### config.mk
export PLATFORM = sky130hd
export DESIGN_NAME = tcdm_bank_ts_adapter
export DESIGN_NICKNAME = d
export VERILOG_FILES = /design/src/rtl/tcdm_bank_ts_adapter_pkg.sv /design/src/rtl/tcdm_bank_ts_adapter.sv
export SDC_FILE = /design/constraint.sdc
export NUM_CORES = 1
export LEC_CHECK = 0
export BUFFER_PORTS_ARGS = -buffer_cell sky130_fd_sc_hd__buf_4
export CAP_MARGIN = 10
export CORE_AREA = 3 3 77 79
export CTS_CLUSTER_DIAMETER = 30
export DETAILED_ROUTE_END_ITERATION = 8
export DIE_AREA = 0 0 80 82
export PLACE_DENSITY = 0.75
export SLEW_MARGIN = 10
export SYNTH_ARGS = -nofsm -noshare
export SYNTH_HDL_FRONTEND = slang
export SYNTH_SLANG_ARGS = --single-unit
### constraint.sdc
create_clock -name clk_i -period 2.1 [get_ports clk_i]
set_input_delay 0.315 -clock clk_i [delete_from_list [all_inputs] [get_ports clk_i]]
set_output_delay 0.315 -clock clk_i [all_outputs]
set_load 0.05 [all_outputs]
### src/rtl/tcdm_bank_ts_adapter_pkg.sv
// Shared HCI bank-adapter definitions: FSM state encoding and the test-and-set fill word.
// Also used by the ECC bank variant.
package tcdm_bank_ts_adapter_pkg;

  typedef enum logic {
    IDLE   = 1'b0,
    TS_SET = 1'b1
  } hci_ts_state_e;

  // Wide enough for any bank width; adapters slice the low DATA_WIDTH bits.
  localparam int unsigned HCI_TS_FILL_W = 1024;
  localparam logic [HCI_TS_FILL_W-1:0] HCI_TS_FILL = '1;

endpackage

### src/rtl/tcdm_bank_ts_adapter.sv
// Per-bank TCDM adapter: passes requests to a single-port SRAM and returns a one-cycle response.
// A read with the TS address bit set also writes all-ones to the same word in the following cycle.
module tcdm_bank_ts_adapter
  import tcdm_bank_ts_adapter_pkg::*;
#(
  parameter int unsigned DATA_WIDTH     = 32,
  parameter int unsigned ADDR_WIDTH     = 32,
  parameter int unsigned ADDR_MEM_WIDTH = 11,
  parameter int unsigned TS_BIT         = 20,
  parameter int unsigned IW             = 8
) (
  input  logic                      clk_i,
  input  logic                      rst_ni,
  input  logic                      tcdm_req_i,
  output logic                      tcdm_gnt_o,
  input  logic [ADDR_WIDTH-1:0]     tcdm_add_i,
  input  logic                      tcdm_wen_i,
  input  logic [DATA_WIDTH-1:0]     tcdm_data_i,
  input  logic [DATA_WIDTH/8-1:0]   tcdm_be_i,
  input  logic [IW-1:0]             tcdm_id_i,
  output logic                      tcdm_r_valid_o,
  output logic [DATA_WIDTH-1:0]     tcdm_r_data_o,
  output logic [IW-1:0]             tcdm_r_id_o,
  output logic                      mem_req_o,
  output logic                      mem_we_o,
  output logic [ADDR_MEM_WIDTH-1:0] mem_addr_o,
  output logic [DATA_WIDTH-1:0]     mem_wdata_o,
  output logic [DATA_WIDTH/8-1:0]   mem_be_o,
  input  logic [DATA_WIDTH-1:0]     mem_rdata_i
);

  localparam int unsigned BE_W = DATA_WIDTH / 8;

  if (TS_BIT <= ADDR_MEM_WIDTH + 1) begin : g_bad_ts_bit
    $error("TS_BIT must lie above the SRAM word-index bits");
  end

  hci_ts_state_e             state_q;
  logic [ADDR_MEM_WIDTH-1:0] ts_idx_q;
  logic                      r_valid_q;
  logic                      r_is_read_q;
  logic [IW-1:0]             r_id_q;

  logic                      grant;
  logic                      ts_hit;
  logic [ADDR_MEM_WIDTH-1:0] req_idx;
  logic                      unused_addr_bits;

  assign req_idx = tcdm_add_i[ADDR_MEM_WIDTH+1:2];
  assign grant   = (state_q == IDLE) && tcdm_req_i;
  assign ts_hit  = grant && tcdm_wen_i && tcdm_add_i[TS_BIT];

  // Byte-offset and upper address bits are intentionally dropped.
  assign unused_addr_bits = ^tcdm_add_i;

  assign tcdm_gnt_o = grant;

  always_comb begin
    mem_req_o   = tcdm_req_i;
    mem_we_o    = ~tcdm_wen_i;
    mem_addr_o  = req_idx;
    mem_wdata_o = tcdm_data_i;
    mem_be_o    = tcdm_be_i;
    if (state_q == TS_SET) begin
      mem_req_o   = 1'b1;
      mem_we_o    = 1'b1;
      mem_addr_o  = ts_idx_q;
      mem_wdata_o = HCI_TS_FILL[DATA_WIDTH-1:0];
      mem_be_o    = HCI_TS_FILL[BE_W-1:0];
    end
  end

  // Reads pass SRAM data straight through; write responses carry zero.
  assign tcdm_r_valid_o = r_valid_q;
  assign tcdm_r_id_o    = r_id_q;
  assign tcdm_r_data_o  = r_is_read_q ? mem_rdata_i : '0;

  always_ff @(posedge clk_i or negedge rst_ni) begin
    if (!rst_ni) begin
      state_q     <= IDLE;
      ts_idx_q    <= '0;
      r_valid_q   <= 1'b0;
      r_is_read_q <= 1'b0;
      r_id_q      <= '0;
    end else begin
      r_valid_q   <= grant;
      r_is_read_q <= grant && tcdm_wen_i;
      if (grant) begin
        r_id_q <= tcdm_id_i;
      end
      case (state_q)
        IDLE: begin
          if (ts_hit) begin
            ts_idx_q <= req_idx;
            state_q  <= TS_SET;
          end
        end
        TS_SET:  state_q <= IDLE;
        default: state_q <= IDLE;
      endcase
    end
  end

endmodule
==> metrics <==
final HPWL from detailed placement=about 4500 um; CP Max Fanout=26; ANT cells=0; CTS tree=built; IO Pins=just over 200; part of the cycle the worst path needs=~93%; DP Area=~2900 um2; layout cells sized above 1=81.3%; drt wl/cell=around 14 um; #FFs+latches synth=22; routability cong.=a little over 0.7; FP Rows=27; first-pass GRT wire length=7100 um; Design Area, Final=just under 3000 um2; worst-margin pin slew=about 0.62 ns; Final ANT Viol Nets=0; Post-Syn Area=between 1000 and 1500 um2; DR vias/cell=~4.1; VDD IR max=0.000306 V; Pwr Density=roughly 600 nW/um2; fillcell total=around 510; Initial Util=between 20% and 30%; Max Slew Vio Count=0; Worst Setup End Kind=primary output; largest net degree at the start of global routing=33; WHS=0.284 ns; Worst Hold Depth=2; synthesized netlist net count=roughly 250; Vias=between 1,500 and 2,000; Max Root-Sink Buffers=2; final-report hold violation count=0; Starting DRT DRC Count=21; Worst EP required=around 1.8 ns; # setup viols final=0; synthesized area per cell=about 11 um2; Setup Skew=a little under 0.003 ns; Util after Layout=between 50% and 60%; fmax=a little over 500 MHz; # resized after CTS=0; run status=finished clean; Setup Crit Path Kind=register to primary output; CP arrival=about 1.7 ns; Tot Pwr=1.75 mW; initial antenna violation count=0; Max Cap Viol=0; Slew headroom=between 50% and 60%; Die Wd=around 80 um; Die Ht=82 um; Worst-Skew Late Latency=approximately 0.26 ns; Clock Sinks=22; grt ovf=0; startpoint types=register; I/O Buffers=182; # DRC=0; Leakage Power=approximately 1.6 nW; layout net count=429; H-tree depth=1; total wire length=roughly 5300 um; core area=around 5400 um2; die area=approximately 6600 um2; Mapped Cells=136; RSZ-0062 raised after global routing=false; Cell variety after synth=13; number of global-route vias before repair=~1,500; synthesis-to-layout area growth=102%; clk slew on worst S/H paths=0.08 ns; GRT Total Usage=between 10% and 20%; Hold/Removal Path Class=input pin to register; TNS Setup=0 ns; yosys warns=0; CTS root buf=clkbuf_8; post-layout minimum cycle time=approximately 2 ns; CTS buffer count=3; First-pass DRT Iterations=2; reg2reg path depth=3; Seq/Total Area, Yosys=a little under two fifths
-- state kept, by name, summed over array words and instances, names as in the netlist --
| register | cells |
|---|---|
| tcdm_r_id_o | 8 |
| ts_idx_q | 11 |
| r_is_read_q | 1 |
| state_q | 1 |
| tcdm_r_valid_o | 1 |
-- synth_stat cells, drive strengths merged --
cell type	instances	area share [%]
nand4b	1	1.6
or2	37	16
nand2b	1	0.43
inv	1	0.26
and2	33	14
nor2b	1	0.43
dfrtp	22	38
buf	4	2.2
clkbuf	6	1.5
mux2	30	26
-- placed cells by master, fill, tap and decap left out --
cell type        n
buf_4          185
or2_2           37
and2_1          33
dfrtp_1         22
mux2_2          21
mux2_4           9
clkbuf_8         4
nor2b_1          1
nand4b_4         1
inv_1            1
nand2b_1         1
dlygate4sd3_1    1
-- final timing paths --
kind | from | endpoint | slack, ns
min in group asynchronous | rst_ni | ts_idx_q[6] | 0.49
max reg2reg | state_q | ts_idx_q[6] | 0.50
min | tcdm_id_i[7] | tcdm_r_id_o[7] | 0.28
min reg2reg | ts_idx_q[1] | ts_idx_q[1] | 0.51
max in group asynchronous | rst_ni | tcdm_r_id_o[6] | 1.39
max | state_q | mem_addr_o[8] | 0.14
-- cell type report --
type	count	area, um2	share of cell area (%)
Timing Repair Buffer	186	1400	47.5
Multi-Input combinational cell	103	846	28.7
Sequential cell	22	551	18.7
Tap cell	72	90.1	3.06
Clock buffer	4	55.1	1.87
Inverter	1	3.75	0.127
-- power breakdown --
group	leakage, nW	internal (mW)	switching [mW]
sequential	0.262	0.489	0.0421
combinational	1.33	0.381	0.538
clock	0.0288	0.167	0.131
-- worst max-delay path: stages (launching register included) --
cell and delay (ns):
dfrtp_1 0.53, buf_4 0.30, mux2_2 0.36, buf_4 0.19
-- cell families (layout without fill, tap and decap cells) --
| family | count (synthesis) | count (layout) | synth area share, % |
|---|---|---|---|
| and+or+nand+nor | 73 | 73 | 32.6 |
| DFF | 22 | 22 | 37.9 |
| buffers and inverters | 11 | 191 | 3.96 |
| muxes | 30 | 30 | 25.6 |
-- through the flow --
stage          cells  setup slack (ns)
2_1_floorplan    136             0.637
3_3_place_gp     383             0.436
3_5_place_dp     383             0.425
4_1_cts          388             0.119
5_1_grt          388            0.0396
6_report         388             0.137
-- routing by layer --
layer / GRT usage (%) / vias up / part of all wire, %
met5: 0 / - / 0
met1: 13.2 / 716 / 32
met2: 28.4 / 104 / 56
li1: - / 789 / -
met3: 5.26 / 0 / 12
met4: 2.53 / 0 / 0
-- repair_timing --
item | in CTS | in global routing
endpoints found under the hold margin | 22 | 0
setup buffers | 0 | 0
hold buffers | 1 | 0
No activity file was read; power rests on OpenSTA's default activity.
